### src/rtl/md_pkg.sv
`default_nettype none
// ============================================================================
// Module   : md_pkg
// Purpose  : Shared definitions for the multiply/divide sequencer. Provides
//            the default operand width, the op encoding, and the FSM state
//            encoding.
// Revision : 1.0 - initial release
// ============================================================================
package md_pkg;

  localparam int MD_WIDTH = 32;

  // Op encoding, sampled together with start
  localparam logic MD_MULT = 1'b0;
  localparam logic MD_DIV  = 1'b1;

  // Sequencer states
  localparam logic [2:0] ST_IDLE = 3'd0;
  localparam logic [2:0] ST_MULT = 3'd1;
  localparam logic [2:0] ST_DIV  = 3'd2;
  localparam logic [2:0] ST_FIX  = 3'd3;
  localparam logic [2:0] ST_DONE = 3'd4;

endpackage
`default_nettype wire

### src/rtl/mult_div_ctrl_if.sv
`default_nettype none
// ============================================================================
// Module   : mult_div_ctrl_if
// Purpose  : Request/result bundle between the control unit and the
//            multiply/divide sequencer.
//   master : drives start, op, a_in, b_in; observes busy/done/div0/results
//   slave  : the sequencer side
// Revision : 1.0 - initial release
// ============================================================================
interface mult_div_ctrl_if
  import md_pkg::*;
#(
  parameter int WIDTH = MD_WIDTH
);

  logic             start;
  logic             op;
  logic [WIDTH-1:0] a_in;
  logic [WIDTH-1:0] b_in;
  logic             busy;
  logic             done;
  logic             div0;
  logic [WIDTH-1:0] hi_out;
  logic [WIDTH-1:0] lo_out;
  logic             hi_write;
  logic             lo_write;

  modport master (
    output start, op, a_in, b_in,
    input  busy, done, div0, hi_out, lo_out, hi_write, lo_write
  );

  modport slave (
    input  start, op, a_in, b_in,
    output busy, done, div0, hi_out, lo_out, hi_write, lo_write
  );

endinterface
`default_nettype wire

### src/rtl/md_div_step.sv
`default_nettype none
// ============================================================================
// Module   : md_div_step
// Purpose  : One combinational restoring-division step on unsigned
//            magnitudes. Shifts the next dividend bit into the partial
//            remainder, subtracts the divisor when it fits, and shifts the
//            resulting quotient bit into the quotient register.
//   i_rem      partial remainder (always < i_divisor)
//   i_quo      dividend bits not yet consumed / quotient bits produced
//   i_divisor  divisor magnitude
//   o_remNext  updated partial remainder
//   o_quoNext  updated quotient/dividend register
// Revision : 1.0 - initial release
// ============================================================================
module md_div_step
  import md_pkg::*;
#(
  parameter int WIDTH = MD_WIDTH
) (
  input  wire logic [WIDTH-1:0] i_rem,
  input  wire logic [WIDTH-1:0] i_quo,
  input  wire logic [WIDTH-1:0] i_divisor,
  output logic      [WIDTH-1:0] o_remNext,
  output logic      [WIDTH-1:0] o_quoNext
);

  logic [WIDTH:0] w_trial;
  logic [WIDTH:0] w_diff;

  always_comb begin
    w_trial = {i_rem, i_quo[WIDTH-1]};
    w_diff  = w_trial - {1'b0, i_divisor};
    // Trial < 2*divisor, so the top bit of the difference is a clean borrow
    if (w_diff[WIDTH]) begin
      o_remNext = w_trial[WIDTH-1:0];
      o_quoNext = {i_quo[WIDTH-2:0], 1'b0};
    end else begin
      o_remNext = w_diff[WIDTH-1:0];
      o_quoNext = {i_quo[WIDTH-2:0], 1'b1};
    end
  end

endmodule
`default_nettype wire

### src/rtl/mult_div_ctrl.sv
`default_nettype none
// ============================================================================
// Module   : mult_div_ctrl
// Purpose  : Sequencer for the iterative multiply/divide resource. Runs a
//            signed radix-2 Booth multiply or a signed restoring divide over
//            WIDTH steps, then pulses HI/LO write enables. Divide by zero
//            finishes immediately with div0 and no register writes.
//   clock  rising-edge clock
//   reset  asynchronous active-high reset
//   bus    slave side of mult_div_ctrl_if (start/op/a_in/b_in in,
//          busy/done/div0/hi_out/lo_out/hi_write/lo_write out, all registered)
// Revision : 1.0 - initial release
// ============================================================================
module mult_div_ctrl
  import md_pkg::*;
#(
  parameter int WIDTH = MD_WIDTH,
  parameter int CNT_W = 6
) (
  input wire logic        clock,
  input wire logic        reset,
  mult_div_ctrl_if.slave  bus
);

  logic [2:0]       r_state;
  logic [2:0]       w_stateNext;
  logic [CNT_W-1:0] r_cnt;
  logic             w_last;

  // Booth uses r_acc as a WIDTH+1 accumulator so subtracting the most
  // negative multiplicand cannot overflow. Divide reuses its low WIDTH bits
  // as the partial remainder, r_q as dividend/quotient, r_m as divisor.
  logic [WIDTH:0]   r_acc;
  logic [WIDTH-1:0] r_q;
  logic [WIDTH-1:0] r_m;
  logic             r_q1;
  logic             r_negQuo;
  logic             r_negRem;

  logic             r_busy, r_done, r_div0, r_hiWrite, r_loWrite;
  logic [WIDTH-1:0] r_hiOut, r_loOut;
  logic             w_busyNext, w_doneNext, w_div0Next, w_writeNext;

  logic [WIDTH:0]     w_mExt;
  logic [WIDTH:0]     w_accSum;
  logic [2*WIDTH+1:0] w_boothShift;
  logic [WIDTH-1:0]   w_remNext, w_quoNext;
  logic [WIDTH-1:0]   w_aAbs, w_bAbs;

  assign w_last = (r_cnt == CNT_W'(WIDTH - 1));
  assign w_aAbs = bus.a_in[WIDTH-1] ? -bus.a_in : bus.a_in;
  assign w_bAbs = bus.b_in[WIDTH-1] ? -bus.b_in : bus.b_in;

  // Booth step: add/subtract per {q0, q-1}, then arithmetic shift of {acc, q, q-1}
  always_comb begin
    w_mExt = {r_m[WIDTH-1], r_m};
    case ({r_q[0], r_q1})
      2'b01:   w_accSum = r_acc + w_mExt;
      2'b10:   w_accSum = r_acc - w_mExt;
      default: w_accSum = r_acc;
    endcase
    w_boothShift = {w_accSum[WIDTH], w_accSum, r_q};
  end

  md_div_step #(.WIDTH(WIDTH)) u_divStep (
    .i_rem     (r_acc[WIDTH-1:0]),
    .i_quo     (r_q),
    .i_divisor (r_m),
    .o_remNext (w_remNext),
    .o_quoNext (w_quoNext)
  );

  // State register together with the registered status outputs
  always_ff @(posedge clock or posedge reset) begin
    if (reset) begin
      r_state   <= ST_IDLE;
      r_busy    <= 1'b0;
      r_done    <= 1'b0;
      r_div0    <= 1'b0;
      r_hiWrite <= 1'b0;
      r_loWrite <= 1'b0;
    end else begin
      r_state   <= w_stateNext;
      r_busy    <= w_busyNext;
      r_done    <= w_doneNext;
      r_div0    <= w_div0Next;
      r_hiWrite <= w_writeNext;
      r_loWrite <= w_writeNext;
    end
  end

  // Next-state logic
  always_comb begin
    w_stateNext = r_state;
    case (r_state)
      ST_IDLE: begin
        if (bus.start) begin
          if (bus.op == MD_MULT)  w_stateNext = ST_MULT;
          else if (bus.b_in == '0) w_stateNext = ST_DONE;
          else                     w_stateNext = ST_DIV;
        end
      end
      ST_MULT: if (w_last) w_stateNext = ST_DONE;
      ST_DIV:  if (w_last) w_stateNext = ST_FIX;
      ST_FIX:  w_stateNext = ST_DONE;
      ST_DONE: w_stateNext = ST_IDLE;
      default: w_stateNext = ST_IDLE;
    endcase
  end

  // Output decode from the upcoming state; the only IDLE->DONE path is div by zero
  always_comb begin
    w_busyNext  = (w_stateNext == ST_MULT) || (w_stateNext == ST_DIV) ||
                  (w_stateNext == ST_FIX);
    w_doneNext  = (w_stateNext == ST_DONE);
    w_div0Next  = (r_state == ST_IDLE) && (w_stateNext == ST_DONE);
    w_writeNext = w_doneNext && !w_div0Next;
  end

  // Datapath
  always_ff @(posedge clock or posedge reset) begin
    if (reset) begin
      r_cnt    <= '0;
      r_acc    <= '0;
      r_q      <= '0;
      r_m      <= '0;
      r_q1     <= 1'b0;
      r_negQuo <= 1'b0;
      r_negRem <= 1'b0;
      r_hiOut  <= '0;
      r_loOut  <= '0;
    end else begin
      case (r_state)
        ST_IDLE: begin
          if (bus.start) begin
            r_cnt <= '0;
            r_acc <= '0;
            r_q1  <= 1'b0;
            if (bus.op == MD_MULT) begin
              r_q <= bus.b_in;
              r_m <= bus.a_in;
            end else begin
              r_q      <= w_aAbs;
              r_m      <= w_bAbs;
              r_negQuo <= bus.a_in[WIDTH-1] ^ bus.b_in[WIDTH-1];
              r_negRem <= bus.a_in[WIDTH-1];
            end
          end
        end
        ST_MULT: begin
          r_acc <= w_boothShift[2*WIDTH+1:WIDTH+1];
          r_q   <= w_boothShift[WIDTH:1];
          r_q1  <= w_boothShift[0];
          r_cnt <= r_cnt + CNT_W'(1);
          if (w_last) begin
            r_hiOut <= w_boothShift[2*WIDTH:WIDTH+1];
            r_loOut <= w_boothShift[WIDTH:1];
          end
        end
        ST_DIV: begin
          r_acc <= {1'b0, w_remNext};
          r_q   <= w_quoNext;
          r_cnt <= r_cnt + CNT_W'(1);
        end
        ST_FIX: begin
          r_loOut <= r_negQuo ? -r_q : r_q;
          r_hiOut <= r_negRem ? -r_acc[WIDTH-1:0] : r_acc[WIDTH-1:0];
        end
        default: ;
      endcase
    end
  end

  assign bus.busy     = r_busy;
  assign bus.done     = r_done;
  assign bus.div0     = r_div0;
  assign bus.hi_write = r_hiWrite;
  assign bus.lo_write = r_loWrite;
  assign bus.hi_out   = r_hiOut;
  assign bus.lo_out   = r_loOut;

endmodule
`default_nettype wire

### src/flat_wrapper.sv
// flat-port wrapper written by rule: the top's interface ports become plain ports
module mult_div_ctrl_flat import md_pkg::*;
#(
  parameter int WIDTH = MD_WIDTH,
  parameter int CNT_W = 6
)
  (clock, reset, bus_start, bus_op, bus_a_in, bus_b_in, bus_busy, bus_done, bus_div0, bus_hi_out, bus_lo_out, bus_hi_write, bus_lo_write);
  mult_div_ctrl_if #(.WIDTH(WIDTH)) bus_i ();
  input wire logic clock;
  input wire logic reset;
  input wire logic [$bits(bus_i.start)-1:0] bus_start;
  input wire logic [$bits(bus_i.op)-1:0] bus_op;
  input wire logic [$bits(bus_i.a_in)-1:0] bus_a_in;
  input wire logic [$bits(bus_i.b_in)-1:0] bus_b_in;
  output wire logic [$bits(bus_i.busy)-1:0] bus_busy;
  output wire logic [$bits(bus_i.done)-1:0] bus_done;
  output wire logic [$bits(bus_i.div0)-1:0] bus_div0;
  output wire logic [$bits(bus_i.hi_out)-1:0] bus_hi_out;
  output wire logic [$bits(bus_i.lo_out)-1:0] bus_lo_out;
  output wire logic [$bits(bus_i.hi_write)-1:0] bus_hi_write;
  output wire logic [$bits(bus_i.lo_write)-1:0] bus_lo_write;
  assign bus_i.start = bus_start;
  assign bus_i.op = bus_op;
  assign bus_i.a_in = bus_a_in;
  assign bus_i.b_in = bus_b_in;
  assign bus_busy = bus_i.busy;
  assign bus_done = bus_i.done;
  assign bus_div0 = bus_i.div0;
  assign bus_hi_out = bus_i.hi_out;
  assign bus_lo_out = bus_i.lo_out;
  assign bus_hi_write = bus_i.hi_write;
  assign bus_lo_write = bus_i.lo_write;
  mult_div_ctrl #(.WIDTH(WIDTH), .CNT_W(CNT_W)) u_core (.clock(clock), .reset(reset), .bus(bus_i));
endmodule
### config.mk
export PLATFORM = sky130hd
export DESIGN_NAME = mult_div_ctrl_flat
export DESIGN_NICKNAME = d
export VERILOG_FILES = /design/src/rtl/md_pkg.sv /design/src/rtl/mult_div_ctrl_if.sv /design/src/rtl/md_div_step.sv /design/src/rtl/mult_div_ctrl.sv /design/src/flat_wrapper.sv
export SDC_FILE = /design/constraint.sdc
export NUM_CORES = 1
export LEC_CHECK = 0
export ABC_AREA = 1
export CAP_MARGIN = 30
export CORE_MARGIN = 1
export CORE_UTILIZATION = 40
export DETAILED_ROUTE_END_ITERATION = 8
export DONT_BUFFER_PORTS = 1
export HOLD_SLACK_MARGIN = 0.12
export PLACE_DENSITY_LB_ADDON = 0.08
export SLEW_MARGIN = 30
export SYNTH_ARGS = -nofsm -noshare
export SYNTH_HDL_FRONTEND = slang
export SYNTH_HIERARCHICAL = 1
export SYNTH_SLANG_ARGS = --single-unit
### constraint.sdc
create_clock -name clock -period 12 [get_ports clock]
set_input_delay 0.6 -clock clock [delete_from_list [all_inputs] [get_ports clock]]
set_output_delay 0.6 -clock clock [all_outputs]
set_load 0.03 [all_outputs]
# Word-level counts from Yosys, hierarchy flattened
# Cells that the tools add are included.
dict set report totals {
  ff_bits 177
  out_inout_bits 69
}
dict set report classes {
  eq_ne 12
  n_reduce_logical 18
  muxes 27
  addsub 8
  bitwise 1
}
# operator n
set op_table {}
lappend op_table {{32-bit two-way mux} 10}
lappend op_table {{32-bit negation} 4}
lappend op_table {{32-bit case mux with 2 select lines} 2}
lappend op_table {{33-bit case mux with 3 select lines} 1}
lappend op_table {{32-bit case mux with 3 select lines} 1}
lappend op_table {{33-bit case mux with 2 select lines} 1}
lappend op_table {{33-bit adder} 1}
lappend op_table {{33-bit two-way mux} 1}
lappend op_table {{33-bit by 32-bit subtractor with 33-bit output} 1}
lappend op_table {{33-bit subtractor} 1}
lappend op_table {{32-bit logical NOT} 1}
lappend op_table {{3-bit two-way mux} 5}
lappend op_table {{3-bit by 2-bit equality test with 1-bit output (second input constant)} 4}
lappend op_table {{3-bit case mux with 4 select lines} 1}
lappend op_table {{6-bit case mux with 2 select lines} 1}
lappend op_table {{2-bit AND reduction} 5}
lappend op_table {{6-bit by 1-bit adder with 6-bit output (second input constant)} 1}
lappend op_table {{3-bit by 1-bit equality test with 1-bit output (second input constant)} 2}
lappend op_table {{6-bit by 5-bit equality test with 1-bit output (second input constant)} 1}
lappend op_table {{6-bit two-way mux} 1}
lappend op_table {{2-bit nonzero test} 3}
lappend op_table {{3-bit equality test (second input constant)} 1}
lappend op_table {{3-bit logical NOT} 1}
lappend op_table {{3-bit AND reduction} 1}
lappend op_table {{other kinds (12)} 15}

# Depth between registers and ports, before layout
dict set report depth {
  word_depth 9
  ltp_mapped 26
  ltp_nobuf 26
}

# Hierarchy
# The synthesis kept the hierarchy.
# mod area_per_inst_um2 seq_area_each_um2 cells_each n_inst
set modules_own_cells {}
lappend modules_own_cells {mult_div_ctrl 15233.4 4429.2 2377 1}
lappend modules_own_cells {md_div_step 3383.2 0.0 711 1}

# Worst setup path after synthesis
# Ideal clock, no wire load.
dict set report synth_path {
  path_type {register to register}
  from {register u_core.r_m[1]}
  to {register u_core.r_acc[28]}
  required_time_ps 11875
  path_slack_ps 9106
  synth_period_minus_slack_ps 2894
  t_arrival_ps 2770
  path_stages_with_launch 21
  cell_sequence {dfrtp_1 inv_1 ha_1 nand3_2 nor2_2 nand3_1 nor2_1 nand3b_1 o31ai_2 xor2_1 ha_1 a21oi_1 inv_1 o21ai_0 nand2_1 a21oi_1 nand2_1 nand2_1 nand3_1 nand3_1 nand3_1}
}
dict set report synth_via {
  elab_chain_len 3
  elab_cells_between_ends 6
}
# item line_no
set synth_lines {}
lappend synth_lines {{start, declared} mult_div_ctrl.sv:35} ;# logic [WIDTH-1:0] r_m;
lappend synth_lines {{start signal, assigned} mult_div_ctrl.sv:141} ;# r_m <= bus.a_in;
lappend synth_lines {{start signal, assigned} mult_div_ctrl.sv:144} ;# r_m <= w_bAbs;
lappend synth_lines {{33-bit subtractor, or another cell as far along} mult_div_ctrl.sv:59} ;# 2'b10: w_accSum = r_acc - w_mExt;
lappend synth_lines {{33-bit case mux with 2 select lines / 32-bit two-way mux (equally long branches)} {mult_div_ctrl.sv:57, md_div_step.sv:34}}
lappend synth_lines {{33-bit case mux with 3 select lines *} mult_div_ctrl.sv:133} ;# case (r_state)
lappend synth_lines {{end signal, assigned} mult_div_ctrl.sv:151} ;# r_acc <= w_boothShift[2*WIDTH+1:WIDTH+1];
lappend synth_lines {{end signal, assigned} mult_div_ctrl.sv:161} ;# r_acc <= {1'b0, w_remNext};
lappend synth_lines {{end, declared} mult_div_ctrl.sv:33} ;# logic [WIDTH:0] r_acc;
# Mark *: on every way between the ends. The rest lies on a longest branch, timed or not.
# A chain may end at the register's enable or synchronous reset.

# Final worst setup path
dict set report layout_path {
  from {register u_core.r_q[0]}
  to {register u_core.r_acc[23]}
}
dict set report layout_via {
  elab_chain_len 3
  elab_cells_between_ends 4
}
# item line_no
set layout_lines {}
lappend layout_lines {{start, declared} mult_div_ctrl.sv:34} ;# logic [WIDTH-1:0] r_q;
lappend layout_lines {{start signal, assigned} mult_div_ctrl.sv:140} ;# r_q <= bus.b_in;
lappend layout_lines {{start signal, assigned} mult_div_ctrl.sv:143} ;# r_q <= w_aAbs;
lappend layout_lines {{start signal, assigned} mult_div_ctrl.sv:152} ;# r_q <= w_boothShift[WIDTH:1];
lappend layout_lines {{2-bit equality test / 2-bit by 1-bit equality test with 1-bit output (equally long branches)} mult_div_ctrl.sv:57} ;# case ({r_q[0], r_q1})
lappend layout_lines {{33-bit case mux with 2 select lines *} mult_div_ctrl.sv:57}
lappend layout_lines {{33-bit case mux with 3 select lines *} mult_div_ctrl.sv:133}
# Marked as above.

==> summary.md <==
- **Final Hold Fails** 0
- **depth of the CTS H-tree** 4
- **data arrival time at the worst-slack endpoint** 4240 ps
- **gr usage total** 31.7%
- **total of buffers placed on input and output ports** 0
- **flip-flop and latch count after synthesis** 177
- **summed instance area of the synthesized netlist** 0.0186 mm²
- **worst flop-to-flop path startpoint** u_core/r_q[0]$_DFFE_PP0P_
- **Routed Wire Length** 74,300 µm
- **layout cell share with drive strength beyond 1** 3.96%
- **Die Span X** 218 µm
- **Critical Setup Path Class** reg -> reg
- **number of sinks on the clock net** 177
- **area grow syn2layout** 4.22%
- **CTS root buf** sky130_fd_sc_hd__clkbuf_16
- **Worst Hold Endpoint** u_core/r_m[18]$_DFFE_PP0P_
- **CTS tree** done
- **die area** 0.0474 mm²
- **number of enable flip-flop cells after synthesis** 0
- **final slew viol count** 0
- **Critical Path RT** 12,380 ps
- **via count of the first global-routing pass** 19,051
- **first drt pass iteration count** 6
- **critical path launch point** u_core/r_q[0]$_DFFE_PP0P_
- **antenna diode count** 0
- **crit end category** flop
- **Final setup violation count** 0
- **I/O Pins** 137
- **critical register-to-register path endpoint** u_core/r_acc[23]$_DFFE_PP0P_
- **nets in the synthesized netlist** 3,229
- **clock edge transition at the registers on the reported setup and hold paths** 80 ps
- **transition time at the pin with the least slew margin** 934 ps
- **headroom to the max-slew limit** 37.6%
- **number of buffers created by CTS** 17
- **setup slack on the worst flop-to-flop path** 8140 ps
- **average cell area after synthesis** 6.03 µm²
- **path type of the worst min-delay path** in -> reg
- **remaining global-route overflow** 0
- **setup repair after global routing missed its margin** no
- **Die Ht** 218 µm
- **maximum number of pins on one net before global-route repair** 108
- **Vias per Instance** 5.50
- **cell count after synthesis** 3,088
- **Iter 0 DRT Violations** 1,743
- **initial antenna violation count** 0
- **async set-reset flop share out of synthesis** 100%
- **worst-case clock buffer depth** 2
- **portion of the clock cycle consumed by the worst path in the final layout** 32.1%
- **post-detailed-placement half-perimeter wirelength** 58,100 µm
- **Max Cap Violations** 0
- **run status** finished, final reports clean
- **Yosys warnings** 6
- **nets@finish** 3,130
- **Worst Clk Skew** 17.8 ps
- **global placement routability congestion** 0.992
- **time the worst path needs with I/O delays and setup** 3860 ps
- **count of cell types in the netlist** 53
- **initial core utilization** 40.8%
- **maximum frequency from static timing analysis** 0.259 GHz
- **sort of element at the start of the critical path** flop
- **global-route wire length before repair** 113,000 µm
- **number of cells on the worst reg-to-reg path** 20
- **worst-path maximum fanout** 22
- **hold path cells** 2
- **ANT nets after route** 0
- **Cell Rows** 78
- **DRC violations left** 0
- **DR WL/cell** 20.6 µm
- **later-pin clock latency in the skew report** 500 ps
- **top flip-flop cell by instance count after synthesis** sky130_fd_sc_hd__dfrtp_1
- **via count** 19,801
- **core area** 0.0457 mm²
- **sequential cell area fraction in the yosys report** 23.8%
- **launch point of the worst hold path** bus_a_in[18]
- **setup tns final** 0 ps
## how the worst max path moves through the flow
stage	endpoint	slack, ps	depth (start not counted)
final	u_core/r_acc[23]$_DFFE_PP0P_	8140	20
after global routing	u_core/r_acc[23]$_DFFE_PP0P_	7680	20
after CTS	u_core/r_acc[23]$_DFFE_PP0P_	8180	20
after detailed placement	u_core/r_acc[23]$_DFFE_PP0P_	8200	20
after global placement	u_core/r_acc[23]$_DFFE_PP0P_	8290	20
after floorplan	u_core/bus.busy$_DFF_PP0_	6600	1
## metrics by stage
stage | util (%) | cells | area [µm²] | worst slack [ps] | hold slack (ps)
detailed placement | 41.1 | 3568 | 18800 | 8200 | 495
finish | 42.5 | 3602 | 19400 | 8140 | 227
CTS | 42.4 | 3601 | 19400 | 8180 | 201
floorplan | - | 3088 | 18600 | 6600 | 468
global placement | 41.0 | 3567 | 18700 | 8290 | 487
global route | 42.5 | 3602 | 19400 | 7680 | 230
## metal layers
layer | up-vias | track usage, % | wire (µm)
li1 | 9687 | - | -
met1 | 9357 | 37.9 | 30300
met2 | 628 | 55.5 | 36900
met3 | 129 | 4.06 | 3630
met4 | 0 | 15.9 | 3470
met5 | - | 0 | 0
## cell type report
class / count / area, µm²
repair buffers: 11 / 109
fillers: 5042 / 26300
multi-input cells: 2326 / 11800
clock buffers: 18 / 439
clock inverters: 14 / 161
well taps: 600 / 751
flip-flops and latches: 177 / 4430
inverters: 456 / 1720
## cell families (layout without fill, tap and decap cells)
group / count (synthesis) / after routing / synth area share [%]
simple gates: 1681 / 1681 / 37.8
buf+inv: 585 / 499 / 13.0
compound gates: 463 / 463 / 15.3
flops: 177 / 177 / 23.8
xor+xnor: 109 / 109 / 5.13
fa+ha+maj: 73 / 73 / 4.99
## cells in the mapped netlist (3+ instances only)
cell	number	area share [%]
sky130_fd_sc_hd__xnor2_1	23	1.1
sky130_fd_sc_hd__a21oi_1	135	3.6
sky130_fd_sc_hd__buf_1	11	0.22
sky130_fd_sc_hd__nand3_1	247	6.6
sky130_fd_sc_hd__nor3_2	7	0.38
sky130_fd_sc_hd__nand2_2	14	0.47
sky130_fd_sc_hd__clkbuf_1	44	0.89
sky130_fd_sc_hd__o211ai_1	39	1.6
sky130_fd_sc_hd__nor2_2	11	0.37
sky130_fd_sc_hd__ha_1	71	4.8
sky130_fd_sc_hd__nand2_1	1014	20
sky130_fd_sc_hd__inv_1	438	8.8
sky130_fd_sc_hd__nand3b_1	10	0.40
sky130_fd_sc_hd__dfrtp_1	177	24
sky130_fd_sc_hd__inv_2	17	0.34
sky130_fd_sc_hd__o21ai_1	32	0.86
sky130_fd_sc_hd__o22ai_1	7	0.24
sky130_fd_sc_hd__xor2_1	86	4.0
sky130_fd_sc_hd__nor2_4	3	0.18
sky130_fd_sc_hd__buf_2	32	0.86
sky130_fd_sc_hd__o221ai_1	27	1.3
sky130_fd_sc_hd__o21ai_0	116	3.1
sky130_fd_sc_hd__o21bai_1	14	0.56
sky130_fd_sc_hd__and2_1	4	0.13
sky130_fd_sc_hd__or2_2	5	0.17
sky130_fd_sc_hd__a22oi_1	41	1.7
sky130_fd_sc_hd__nand2_4	3	0.18
sky130_fd_sc_hd__a31oi_1	6	0.20
sky130_fd_sc_hd__buf_4	36	1.5
sky130_fd_sc_hd__buf_6	6	0.36
sky130_fd_sc_hd__nand4_1	26	0.87
sky130_fd_sc_hd__nor2_1	291	5.9
sky130_fd_sc_hd__a221oi_1	31	1.5
sky130_fd_sc_hd__nand3_2	5	0.27
sky130_fd_sc_hd__nor3_1	29	0.78
## state kept, by name (all words and copies together), names as in the netlist, 3 cells and up
signal and count:
u_core/bus.lo_out 32, u_core/r_q 32, u_core/r_state 3, u_core/r_cnt 6, u_core/r_acc 33, u_core/bus.hi_out 32, u_core/r_m 32
## cells in the final DEF (no fill, tap or decap), types with 4 or more instances in the layout
cell type,synthesis,final
sky130_fd_sc_hd__nand3b_1,10,10
sky130_fd_sc_hd__nand3_2,5,5
sky130_fd_sc_hd__nand2_2,14,14
sky130_fd_sc_hd__nor3_1,29,28
sky130_fd_sc_hd__inv_8,0,5
sky130_fd_sc_hd__nor2_1,291,291
sky130_fd_sc_hd__inv_2,17,17
sky130_fd_sc_hd__a31oi_1,6,6
sky130_fd_sc_hd__nand3_1,247,247
sky130_fd_sc_hd__o22ai_1,7,7
sky130_fd_sc_hd__and2_1,4,4
sky130_fd_sc_hd__nor2_2,11,9
sky130_fd_sc_hd__inv_6,0,5
sky130_fd_sc_hd__xnor2_1,23,23
sky130_fd_sc_hd__dfrtp_1,177,176
sky130_fd_sc_hd__buf_4,36,7
sky130_fd_sc_hd__o21ai_0,116,116
sky130_fd_sc_hd__nand4_1,26,26
sky130_fd_sc_hd__o21bai_1,14,14
sky130_fd_sc_hd__ha_1,71,71
sky130_fd_sc_hd__or2_2,5,5
sky130_fd_sc_hd__clkbuf_16,0,17
sky130_fd_sc_hd__o21ai_1,32,32
sky130_fd_sc_hd__inv_1,438,437
sky130_fd_sc_hd__a221oi_1,31,31
sky130_fd_sc_hd__a22oi_1,41,41
sky130_fd_sc_hd__nand2_1,1014,1014
sky130_fd_sc_hd__nor2_4,3,5
sky130_fd_sc_hd__xor2_1,86,86
sky130_fd_sc_hd__nor3_2,7,7
sky130_fd_sc_hd__o221ai_1,27,27
sky130_fd_sc_hd__a21oi_1,135,135
sky130_fd_sc_hd__o211ai_1,39,39
## worst max-delay path, stage by stage (launching register included)
cell and delay, ps:
sky130_fd_sc_hd__dfrtp_1 420, sky130_fd_sc_hd__ha_1 390, sky130_fd_sc_hd__inv_1 580, sky130_fd_sc_hd__o21ai_0 280, sky130_fd_sc_hd__o21ai_0 170, sky130_fd_sc_hd__xor2_1 170, sky130_fd_sc_hd__inv_1 60, sky130_fd_sc_hd__ha_1 360
sky130_fd_sc_hd__nand2_1 70, sky130_fd_sc_hd__inv_1 110, sky130_fd_sc_hd__nand2_1 90, sky130_fd_sc_hd__nor3_1 130, sky130_fd_sc_hd__nand2_1 80, sky130_fd_sc_hd__nand2_1 210, sky130_fd_sc_hd__nand2_1 110, sky130_fd_sc_hd__nand2_1 70
sky130_fd_sc_hd__nand2_1 40, sky130_fd_sc_hd__nand3_1 60, sky130_fd_sc_hd__o21ai_0 130, sky130_fd_sc_hd__nand2_1 100, sky130_fd_sc_hd__nand3_1 80
## what timing repair did
item,CTS,global route
setup endpoints to repair,0,0
setup buffers,0,0
hold buffers,1,0
endpoints found under the hold margin,8,0
resized for setup,0,0
Power is not shown: default switching activity piles up to over one toggle a cycle in this logic, so the estimate is an artifact.
